--- src/rtl/piho_host_ctrl.sv ---
// piho_host_ctrl: host-side sequencer for the PIHO MCMC core.
// Decodes a byte command stream into seed/MCNconf/MCNdump loads and run
// requests, pulses the core reset, waits for finish, captures the result
// words and returns them as a framed byte stream.
// Optional build macro: PIHO_HOST_CHAIN_SUMS_EN adds x2sum1..x2sum4 to the
// OK frame (45 bytes, header 0xA6); without it the frame is 13 bytes, 0xA5.

module piho_host_ctrl #(
  parameter logic [119:0] DEF_SEED     = 120'h1234FF00EE_FF01234990_99FAAAB778,
  parameter logic [31:0]  DEF_CONF     = 32'd3,
  parameter logic [31:0]  DEF_DUMP     = 32'd2,
  parameter int unsigned  CORE_RST_CYC = 8,
  parameter logic [31:0]  TIMEOUT_CYC  = 32'd16777216
) (
  input  logic         clk,
  input  logic         rst,
  input  logic [7:0]   rx_data,
  input  logic         rx_valid,
  output logic         rx_ready,
  output logic [7:0]   tx_data,
  output logic         tx_valid,
  input  logic         tx_ready,
  output logic         core_rst,
  output logic [119:0] seed,
  output logic [31:0]  MCNconf,
  output logic [31:0]  MCNdump,
  input  logic [31:0]  looptimes,
  input  logic [63:0]  x2sum1,
  input  logic [63:0]  x2sum2,
  input  logic [63:0]  x2sum3,
  input  logic [63:0]  x2sum4,
  input  logic [63:0]  x2sumall,
  input  logic         finish,
  output logic         busy
);

`ifdef PIHO_HOST_CHAIN_SUMS_EN
  localparam int         FRAME_BYTES = 45;
  localparam logic [7:0] OK_HDR      = 8'hA6;
`else
  localparam int         FRAME_BYTES = 13;
  localparam logic [7:0] OK_HDR      = 8'hA5;
`endif
  localparam int          FRAME_W   = FRAME_BYTES * 8;
  localparam logic [31:0] CRST_LAST = 32'(CORE_RST_CYC - 1);

  typedef enum logic [2:0] {IDLE, LOAD, CRST, WAIT, SEND} state_t;
  typedef enum logic [1:0] {TGT_SEED, TGT_CONF, TGT_DUMP} tgt_t;

  state_t         state_q, state_d;
  tgt_t           tgt_q, tgt_d;
  logic [5:0]     cnt_q, cnt_d;
  logic [5:0]     len_q, len_d;
  logic [31:0]    tmo_q, tmo_d;
  logic [111:0]   stage_q, stage_d;
  logic [119:0]   seed_q, seed_d;
  logic [31:0]    conf_q, conf_d;
  logic [31:0]    dump_q, dump_d;
  logic [7:0]     hdr_q, hdr_d;
  logic [31:0]    cap_loop_q, cap_loop_d;
  logic [63:0]    cap_all_q, cap_all_d;
  logic           rx_ready_q, rx_ready_d;
  logic           tx_valid_q, tx_valid_d;
  logic           core_rst_q, core_rst_d;
  logic           rx_fire, tx_fire;
  logic [5:0]     load_last;
  logic [FRAME_W-1:0] frame;
  logic [7:0]     tx_byte;

`ifdef PIHO_HOST_CHAIN_SUMS_EN
  logic [63:0] cap_s1_q, cap_s1_d, cap_s2_q, cap_s2_d;
  logic [63:0] cap_s3_q, cap_s3_d, cap_s4_q, cap_s4_d;
  assign frame = {hdr_q, cap_loop_q, cap_all_q, cap_s1_q, cap_s2_q, cap_s3_q, cap_s4_q};
`else
  logic unused_chain_sums;
  assign unused_chain_sums = ^{x2sum1, x2sum2, x2sum3, x2sum4};
  assign frame = {hdr_q, cap_loop_q, cap_all_q};
`endif

  assign rx_fire   = rx_valid & rx_ready_q;
  assign tx_fire   = tx_valid_q & tx_ready;
  assign load_last = (tgt_q == TGT_SEED) ? 6'd14 : 6'd3;

  assign rx_ready = rx_ready_q;
  assign tx_valid = tx_valid_q;
  assign core_rst = core_rst_q;
  assign seed     = seed_q;
  assign MCNconf  = conf_q;
  assign MCNdump  = dump_q;
  assign busy     = (state_q != IDLE);
  assign tx_data  = (state_q == SEND) ? tx_byte : 8'h00;

  // Select the frame byte addressed by the send index (header is byte 0)
  always_comb begin
    tx_byte = 8'h00;
    for (int i = 0; i < FRAME_BYTES; i++) begin
      if (cnt_q == 6'(i)) tx_byte = frame[(FRAME_BYTES-1-i)*8 +: 8];
    end
  end

  // Next-state, load/capture datapath and registered handshake outputs
  always_comb begin
    state_d    = state_q;
    tgt_d      = tgt_q;
    cnt_d      = cnt_q;
    len_d      = len_q;
    tmo_d      = tmo_q;
    stage_d    = stage_q;
    seed_d     = seed_q;
    conf_d     = conf_q;
    dump_d     = dump_q;
    hdr_d      = hdr_q;
    cap_loop_d = cap_loop_q;
    cap_all_d  = cap_all_q;
`ifdef PIHO_HOST_CHAIN_SUMS_EN
    cap_s1_d   = cap_s1_q;
    cap_s2_d   = cap_s2_q;
    cap_s3_d   = cap_s3_q;
    cap_s4_d   = cap_s4_q;
`endif
    case (state_q)
      IDLE: begin
        if (rx_fire) begin
          cnt_d = 6'd0;
          case (rx_data)
            8'h53: begin state_d = LOAD; tgt_d = TGT_SEED; end
            8'h43: begin state_d = LOAD; tgt_d = TGT_CONF; end
            8'h44: begin state_d = LOAD; tgt_d = TGT_DUMP; end
            8'h52: begin state_d = CRST; tmo_d = 32'd0; end
            8'h3F: begin state_d = SEND; hdr_d = 8'h5A; len_d = 6'd1; end
            default: begin state_d = SEND; hdr_d = 8'hEE; len_d = 6'd1; end
          endcase
        end
      end
      LOAD: begin
        if (rx_fire) begin
          stage_d = {stage_q[103:0], rx_data};
          if (cnt_q == load_last) begin
            cnt_d   = 6'd0;
            state_d = IDLE;
            case (tgt_q)
              TGT_SEED: seed_d = {stage_q, rx_data};
              TGT_CONF: conf_d = {stage_q[23:0], rx_data};
              TGT_DUMP: dump_d = {stage_q[23:0], rx_data};
              default: ;
            endcase
          end else begin
            cnt_d = cnt_q + 6'd1;
          end
        end
      end
      CRST: begin
        if (tmo_q == CRST_LAST) begin
          state_d = WAIT;
          tmo_d   = 32'd0;
        end else begin
          tmo_d = tmo_q + 32'd1;
        end
      end
      WAIT: begin
        if ((tmo_q != 32'd0) && finish) begin
          cap_loop_d = looptimes;
          cap_all_d  = x2sumall;
`ifdef PIHO_HOST_CHAIN_SUMS_EN
          cap_s1_d   = x2sum1;
          cap_s2_d   = x2sum2;
          cap_s3_d   = x2sum3;
          cap_s4_d   = x2sum4;
`endif
          hdr_d   = OK_HDR;
          len_d   = 6'(FRAME_BYTES);
          cnt_d   = 6'd0;
          state_d = SEND;
        end else if (tmo_q == TIMEOUT_CYC - 32'd1) begin
          hdr_d   = 8'hE1;
          len_d   = 6'd1;
          cnt_d   = 6'd0;
          state_d = SEND;
        end else begin
          tmo_d = tmo_q + 32'd1;
        end
      end
      SEND: begin
        if (tx_fire) begin
          if (cnt_q == len_q - 6'd1) begin
            cnt_d   = 6'd0;
            state_d = IDLE;
          end else begin
            cnt_d = cnt_q + 6'd1;
          end
        end
      end
      default: state_d = IDLE;
    endcase
    rx_ready_d = (state_d == IDLE) || (state_d == LOAD);
    tx_valid_d = (state_d == SEND);
    core_rst_d = (state_d == CRST);
  end

  // State and datapath registers with synchronous active-low reset
  always_ff @(posedge clk) begin
    if (!rst) begin
      state_q    <= IDLE;
      tgt_q      <= TGT_SEED;
      cnt_q      <= 6'd0;
      len_q      <= 6'd0;
      tmo_q      <= 32'd0;
      stage_q    <= '0;
      seed_q     <= DEF_SEED;
      conf_q     <= DEF_CONF;
      dump_q     <= DEF_DUMP;
      hdr_q      <= 8'h00;
      cap_loop_q <= 32'd0;
      cap_all_q  <= 64'd0;
`ifdef PIHO_HOST_CHAIN_SUMS_EN
      cap_s1_q   <= 64'd0;
      cap_s2_q   <= 64'd0;
      cap_s3_q   <= 64'd0;
      cap_s4_q   <= 64'd0;
`endif
      rx_ready_q <= 1'b0;
      tx_valid_q <= 1'b0;
      core_rst_q <= 1'b1;
    end else begin
      state_q    <= state_d;
      tgt_q      <= tgt_d;
      cnt_q      <= cnt_d;
      len_q      <= len_d;
      tmo_q      <= tmo_d;
      stage_q    <= stage_d;
      seed_q     <= seed_d;
      conf_q     <= conf_d;
      dump_q     <= dump_d;
      hdr_q      <= hdr_d;
      cap_loop_q <= cap_loop_d;
      cap_all_q  <= cap_all_d;
`ifdef PIHO_HOST_CHAIN_SUMS_EN
      cap_s1_q   <= cap_s1_d;
      cap_s2_q   <= cap_s2_d;
      cap_s3_q   <= cap_s3_d;
      cap_s4_q   <= cap_s4_d;
`endif
      rx_ready_q <= rx_ready_d;
      tx_valid_q <= tx_valid_d;
      core_rst_q <= core_rst_d;
    end
  end

endmodule

--- config.mk ---
export PLATFORM = sky130hd
export DESIGN_NAME = piho_host_ctrl
export DESIGN_NICKNAME = d
export VERILOG_FILES = /design/src/rtl/piho_host_ctrl.sv
export SDC_FILE = /design/constraint.sdc
export NUM_CORES = 1
export LEC_CHECK = 0
export ABC_AREA = 0
export CAP_MARGIN = 0
export CELL_PAD_IN_SITES_DETAIL_PLACEMENT = 0
export CELL_PAD_IN_SITES_GLOBAL_PLACEMENT = 1
export CORE_MARGIN = 10
export CORE_UTILIZATION = 29
export DETAILED_ROUTE_END_ITERATION = 12
export GPL_TIMING_DRIVEN = 0
export PLACE_DENSITY_LB_ADDON = 0.15
export SLEW_MARGIN = 20
export SYNTH_ARGS = -nofsm -noshare
export SYNTH_HDL_FRONTEND = slang
export SYNTH_SLANG_ARGS = --single-unit
--- constraint.sdc ---
create_clock -name clk -period 3.43 [get_ports clk]
set_input_delay 0.686 -clock clk [delete_from_list [all_inputs] [get_ports clk]]
set_output_delay 0.686 -clock clk [all_outputs]
set_load 0.02 [all_outputs]
==> results by group, run 1 <==
Yosys
  – Flip-flop and latch count after synthesis: 446
  – Synth cell types: 70
  – Syn Nets: 2612
  – Synth top area share: 50.2%
  – Mapped Area: 17800 um^2
  – Largest area contributor in the netlist: dfxtp_1
  – Cells after Synth: 2239
  – Top_reg_cell synth: dfxtp_1
  – Sequential area share after synthesis: 50.2%
  – Ys Warns: 0
  – Post-synth EDFFs: 0
  – Mean post-synth cell area: 7.94 um^2
  – FFs w/ async S/R, synth: 0%
  – Main area contributors after synthesis: dfxtp_1, nand2_1, a21oi_1, mux2i_1, clkbuf_1

Worst setup path
  – Worst Path Max Fanout: 7
  – Crit path cell chain: buf_4, ha_4, a211o_1, a21o_1, a32o_2, a221o_1, a221oi_2, o21ai_2, buf_6
  – CP Launch Point: cnt_q[1]$_SDFFE_PN0P_
  – Slowest cell on the critical path: dfxtp_4
  – R2r setup slk: 0.31 ns
  – Crit path buffers/inverters: 2
  – R2R depth: 8
  – Crit end category: primary output
  – Crit start category: flop
  – CP delay by family, top: compound AO/OA/AOI/OAI gates
  – Data required, critical path: 2.74 ns
  – WP data arrival: 2.84 ns
  – R2R Path Start: tgt_q[1]$_SDFFE_PN0P_
  – FF-to-FF End: seed[95]$_SDFFE_PN0P_
  – Worst Path Class, Setup: reg -> out
  – Max stage delay on crit path: 0.36 ns

Final layout
  – N_diodes: 0
  – Design area: 24200 um^2
  – Final Net Count: 3003
  – Area growth from synthesis to layout: 36.1%
  – Share of cells above drive strength 1: 9.41%
  – Final core occ: 40.0%

Placed design
  – Place WS: -1.13 ns
  – Port Buffers: 299
  – Final HPWL from detailed placement: 50.8 mm
  – Placed cell areas: 21800 um^2
  – GPL Wtd Cong: 0.860

STA
  – Setup-failing EPs final: 6
  – Unrepaired setup endpoints after global routing: true
  – Setup TNS Final: -0.391 ns
  – Worst relative slew slack: 34.3%
  – Slack of the critical path: -0.101 ns
  – Pins over their slew limit: 0
  – Final period utilization: 103%
  – Slew @ Worst Pin: 0.977 ns
  – Final Hold Vio Count: 0
  – F_max: 0.283 GHz
  – Crit path time final: 3.53 ns
  – Clock Skews: 0.0238 ns

Outcome
  – Status: finished, violations left
  – Failing checks: setup timing

GRT
  – Gr ovfl total: 0
  – Total track usage: 18.2%
  – Largest net degree at the start of global routing: 14
  – First-pass GRT wire length: 102 mm
  – Vias in the first global route: 16442
  – Initial antenna violation count: 1

Clocking
  – CTS clk-pin slew, worst paths: 0.06 ns
  – TritonCTS Sinks: 446
  – H-tree lvl count: 2
  – CTS Buf Count: 51
  – Root buf cell: clkbuf_16
  – Clock Latency Late Sink: 0.60 ns
  – Clock Path Buffers: 3
  – CTS tree: built

Power and ir drop
  – Internal: 0.00877 W
  – Worst VDD drop: 369 uV
  – NetSw: 0.00263 W
  – P_leak: 8.99 nW
  – Sw Share: 23.1%
  – Sequential share of power: 45.8%
  – Pwr/cell area: 471 nW/um^2
  – Clock power share: 48.4%
  – Comb power frac: 5.8%

Die
  – Die Wd: 268 um
  – # rows: 90
  – Die Ht: 268 um
  – Initial core utilization: 29.4%
  – Die ar.: 71600 um^2
  – I/O pin count: 561
  – Core Footprint: 60600 um^2

Routing
  – DR vias: 16957
  – WL/cell: 19.7 um
  – Vias/cell: 4.92
  – DR iter-0 viols: 972
  – Drt pass-1 iters: 5
  – Post-Route WL: 68.1 mm
  – Residual DRC: 0
  – Post-DRT Antenna Nets: 0

Hold path
  – Min-Delay Path Class: in -> reg
  – Worst hold endpoint: stage_q[1]$_SDFFE_PN0P_
  – Hold wc startpoint: rx_data[1]
  – Hold Path Cell Cnt: 3

Run
  – # Max-Cap Violations: 0
-- worst max path at each step --
stage,end,slack [ns],depth (start not counted)
finish,tx_data[1],-0.10,9
global route,tx_data[1],-0.21,10
CTS,tx_data[1],-0.16,10
detailed placement,tx_data[2],-1.13,9
global placement,tx_data[0],-1.06,9
floorplan,tx_data[0],0.26,8
-- cell type report --
cell class / instances / area (um^2)
sequential: 446 / 8950
fill: 6211 / 36400
buffer: 162 / 795
clock inverter: 13 / 158
multi-input combinational: 1608 / 8390
inverter: 19 / 83.8
tap: 782 / 978
timing repair buffer: 342 / 3330
clock buffer: 77 / 1530
-- through the flow --
stage	total power [W]	std cells	hold slack, ns
5_1_grt	0.0118	3449	0.440
3_5_place_dp	0.00594	3320	0.448
3_3_place_gp	0.00594	3320	0.442
4_1_cts	0.0115	3435	0.408
2_1_floorplan	0.00563	2239	0.432
6_report	0.0114	3449	0.446
-- worst register-to-register path, cell delays in order (launching register included) --
cell,delay (ns)
dfxtp_1,0.34
nor2_1,0.43
nand4_1,0.23
a2111oi_4,0.71
nand3_1,0.27
clkbuf_2,0.43
clkbuf_1,0.35
nand2_1,0.15
a21oi_1,0.07
-- repair_timing --
| action | CTS | global route |
|---|---|---|
| resized for setup | 136 | 36 |
| hold buffers | 0 | 0 |
| setup buffers | 29 | 13 |
| gates cloned | 0 | 1 |
| pin swaps | 18 | 14 |
| setup endpoints to repair | 18 | 19 |
-- cells in the final DEF (no fill, tap or decap), drive strengths merged, types with 15 or more instances in the layout --
cell type / instances
o31ai: 16
mux2i: 77
nor3: 28
nor2: 99
buf: 92
dfxtp: 446
a21oi: 307
nor4: 15
nand2: 729
nand3: 89
clkdlybuf4s50: 291
nand4: 22
or3: 23
inv: 18
o21ai: 36
clkbuf: 196
-- power groups by stage --
stage | logic, W | clock network [W] | registers, W
2_1_floorplan | 0.000290 | 0 | 0.00534
3_3_place_gp | 0.000606 | 0 | 0.00534
3_5_place_dp | 0.000607 | 0 | 0.00534
4_1_cts | 0.000649 | 0.00567 | 0.00522
5_1_grt | 0.000720 | 0.00588 | 0.00522
6_report | 0.000665 | 0.00551 | 0.00522
-- Yosys cell counts, drive strengths merged (9+ instances only) --
| cell type | instances |
|---|---|
| nor2b | 9 |
| o31ai | 16 |
| clkbuf | 128 |
| inv | 18 |
| nand2 | 729 |
| nand4 | 22 |
| a21oi | 307 |
| nor4 | 15 |
| mux2i | 77 |
| nor3 | 28 |
| or3 | 23 |
| dfxtp | 446 |
| o21ai | 36 |
| and3 | 10 |
| and2 | 12 |
| nand3 | 89 |
| nor2 | 99 |
| or4 | 14 |
| buf | 38 |
| o211ai | 13 |
-- per-layer routing --
metal	up-vias	share of wire [%]	global-route usage, %	wire (um)
li1	8392	-	-	-
met5	-	0.019	0	13
met3	72	6.9	4.62	4700
met1	8092	47	24.7	31700
met4	2	1.3	3.54	862
met2	399	45	28.9	30800
-- logic make-up after synthesis --
| kind of cell | Yosys count | synth area share [%] |
|---|---|---|
| and+or+nand+nor | 1083 | 26.4 |
| DFF | 446 | 50.2 |
| AOI/OAI and AO/OA | 438 | 14.1 |
| buffers and inverters | 185 | 4.26 |
| muxes | 77 | 4.33 |
| adders and majority gates | 8 | 0.563 |
| xor gates and xnor gates | 2 | 0.0985 |
-- sequential cells by signal (all words and copies together), names as in the netlist, 2 cells and up --
| register | flops |
|---|---|
| MCNconf | 32 |
| MCNdump | 32 |
| cap_all_q | 64 |
| cap_loop_q | 32 |
| cnt_q | 6 |
| hdr_q | 6 |
| len_q | 2 |
| seed | 120 |
| stage_q | 112 |
| state_q | 3 |
| tgt_q | 2 |
| tmo_q | 32 |
Note: power is estimated with default switching activity, not from simulation.
==> inputs of run 2 (changes only) <==
REMOVE_ABC_BUFFERS = 1   (was unset)
==> run 2 against run 1 <==
The flow still finishes with violations (setup timing). Clock power is 1% higher. Cell area decreased by 0.25%. Via count shrank 4.0%. Combinational power increased by 3.9%. Wire length is 6.8% lower. Die area unchanged. Register-to-register slack worse by 0.08 ns. Critical path type unchanged. Critical endpoint unchanged.
==> results by group, run 2 (synthesis gave the netlist of run 1 again) <==
Outcome
  – Status: finished, violations left
  – Failing checks: setup timing

STA
  – Worst relative slew slack: 32.5% (-1.8 points)
  – F_max: 0.276 GHz (-2.7%)
  – Setup-failing EPs final: 5 (-1)
  – Final period utilization: 106% (+2.8 points)
  – Unrepaired setup endpoints after global routing: true
  – Final Hold Vio Count: 0 (unchanged)
  – Pins over their slew limit: 0 (unchanged)
  – Slack of the critical path: -0.197 ns (-0.0962 ns)
  – Slew @ Worst Pin: 1.00 ns (+0.0269 ns)
  – Clock Skews: 0.0220 ns (-0.00183 ns)
  – Crit path time final: 3.63 ns (+0.0962 ns)

Clocking
  – Root buf cell: clkbuf_16
  – Clock Latency Late Sink: 0.60 ns (about the same)
  – H-tree lvl count: 2 (unchanged)
  – CTS tree: built
  – Clock Path Buffers: 3 (unchanged)
  – Hold bufs inserted after CTS: 0 (unchanged)
  – CTS Buf Count: 52 (+2.0%)
  – CTS clk-pin slew, worst paths: 0.06 ns (about the same)
  – TritonCTS Sinks: 446 (unchanged)

Final layout
  – Max reg flops: 120 (unchanged)
  – Most frequent cells in the layout: nand2_1, dfxtp_1, a21oi_1
  – Share of cells above drive strength 1: 9.56% (+0.15 points)
  – Area growth from synthesis to layout: 35.8%
  – Final Net Count: 2877 (-4.2%)
  – Filler cells: 6213 (+0.032%)
  – Multi-input gate area: 8470 um^2 (+0.98%)
  – Leading cell type in the layout, fill and taps excluded: nand2_1
  – Total area of sequential cells: 8950 um^2 (about the same)
  – Non-Filler Instances: 3325 (-3.6%)

GRT
  – Largest net degree at the start of global routing: 122 (+108)
  – Initial antenna violation count: 5 (+4)
  – First-pass GRT wire length: 96.5 mm (-5.2%)
  – Gr ovfl total: 0 (unchanged)
  – Vias in the first global route: 15823 (-3.8%)
  – Total track usage: 16.9% (-1.3 points)

Routing
  – Residual DRC: 0 (unchanged)
  – Post-DRT Antenna Nets: 0 (unchanged)
  – DR vias: 16286 (-4.0%)
  – Drt pass-1 iters: 4 (-1)
  – Vias/cell: 4.90 (-0.38%)
  – WL/cell: 19.1 um (-3.3%)
  – DR iter-0 viols: 1223 (+26%)
  – Post-Route WL: 63.5 mm (-6.8%)

Die
  – Core Footprint: 60600 um^2 (unchanged)
  – I/O pin count: 561 (unchanged)
  – Die Ht: 268 um (unchanged)
  – # rows: 90 (unchanged)
  – Die Wd: 268 um (unchanged)
  – Initial core utilization: 29.4% (unchanged)
  – Die ar.: 71600 um^2 (unchanged)

Worst setup path
  – Crit end category: primary output
  – Crit start category: flop
  – Data required, critical path: 2.74 ns (about the same)
  – Worst Path Class, Setup: reg -> out
  – WP data arrival: 2.94 ns (+0.10 ns)
  – Worst Path Max Fanout: 5 (-2)

Run
  – # Max-Cap Violations: 0 (unchanged)

Placed design
  – GPL Wtd Cong: 0.797 (-7.4%)
  – Port Buffers: 304 (+1.7%)
  – Final HPWL from detailed placement: 41.3 mm (-19%)
  – Cells after DPL: 3182 (-4.2%)
  – Place WS: -0.972 ns (+0.161 ns)

Power and ir drop
  – Total Power: 0.0115 W (+0.82%)
  – Pwr/cell area: 476 nW/um^2 (+1.1%)
  – Worst VDD drop: 353 uV (-4.2%)
  – P_leak: 8.97 nW (-0.21%)

Hold path
  – Min-Delay Path Class: reg -> reg
[run 2: cell count changes in the layout (fill, tap and decap cells not counted), moves of 3 or more]
| cell | before | now |
|---|---|---|
| buf_6 | 4 | 13 |
| buf_12 | 1 | 13 |
| o21ai_0 | 30 | 23 |
| nor2_1 | 94 | 91 |
| o21ai_1 | 4 | 11 |
| clkbuf_2 | 5 | 0 |
| clkdlybuf4s50_1 | 291 | 295 |
| clkbuf_1 | 119 | 13 |
| nor2_2 | 2 | 6 |
| buf_2 | 30 | 2 |
| buf_16 | 0 | 8 |
| buf_4 | 51 | 42 |
| nand3_1 | 89 | 86 |
[run 2: what timing repair did]
item / 4_1_cts / 5_1_grt
gates cloned: 0 / 1
setup buffers: 38 / 11
pin swaps: 17 / 21
resized for setup: 96 / 46
endpoints found under the setup margin: 90 / 81
[run 2: critical path, stage by stage, from the launching register on]
cell and delay (ns):
dfxtp_4 0.39, clkinvlp_4 0.15, ha_4 0.22, a211o_1 0.26, a21o_1 0.16, a32o_2 0.24
a221o_1 0.33, a221oi_2 0.30, o21ai_2 0.13, buf_6 0.15
[run 2: metal layers]
metal	vias to the layer above	part of all wire (%)	global-route usage (%)
li1	8125	-	-
met2	371	43	25.2
met1	7700	48	23.4
met3	82	7.8	5.09
met5	-	0.085	0
met4	8	1.7	4.31
[run 2: layout make-up]
| type | instances | share of cell area [%] |
|---|---|---|
| diodes | 1 | 0.0104 |
| inverters | 19 | 0.378 |
| clock inverters | 13 | 0.653 |
| multi-input cells | 1609 | 35.1 |
| repair buffers | 376 | 16.3 |
| well taps | 782 | 4.05 |
| clock buffers | 79 | 6.44 |
| flip-flops and latches | 446 | 37.1 |
[run 2: worst paths after layout]
kind	start	cells past startpoint	endpoint	slack, ns
min	seed[65]$_SDFFE_PN0P_	2	seed[65]$_SDFFE_PN0P_	0.45
max reg2reg	tmo_q[16]$_SDFFE_PN0P_	6	hdr_q[5]$_SDFFE_PN0P_	0.23
min reg2reg	seed[65]$_SDFFE_PN0P_	2	seed[65]$_SDFFE_PN0P_	0.45
max	cnt_q[1]$_SDFFE_PN0P_	9	tx_data[1]	-0.20
[run 2: report_power, final]
part	internal [W]	total (W)	switching (W)
clock network	0.00333	0.00557	0.00224
registers	0.00520	0.00523	0.0000261
logic	0.000301	0.000691	0.000390
total	0.00883	0.0115	0.00266
[run 2: stage by stage]
stage / cell area [um^2] / setup TNS, ns / hold WS, ns / util (%)
after floorplan: 17100 / -1044.14 / 0.432 / -
after global placement: 21100 / -4273.29 / 0.440 / 34.9
after detailed placement: 21700 / -34.53 / 0.446 / 35.8
after CTS: 23900 / -1.06 / 0.451 / 39.4
after global routing: 24100 / -1.20 / 0.462 / 39.8
final: 24100 / -0.454 / 0.451 / 39.9
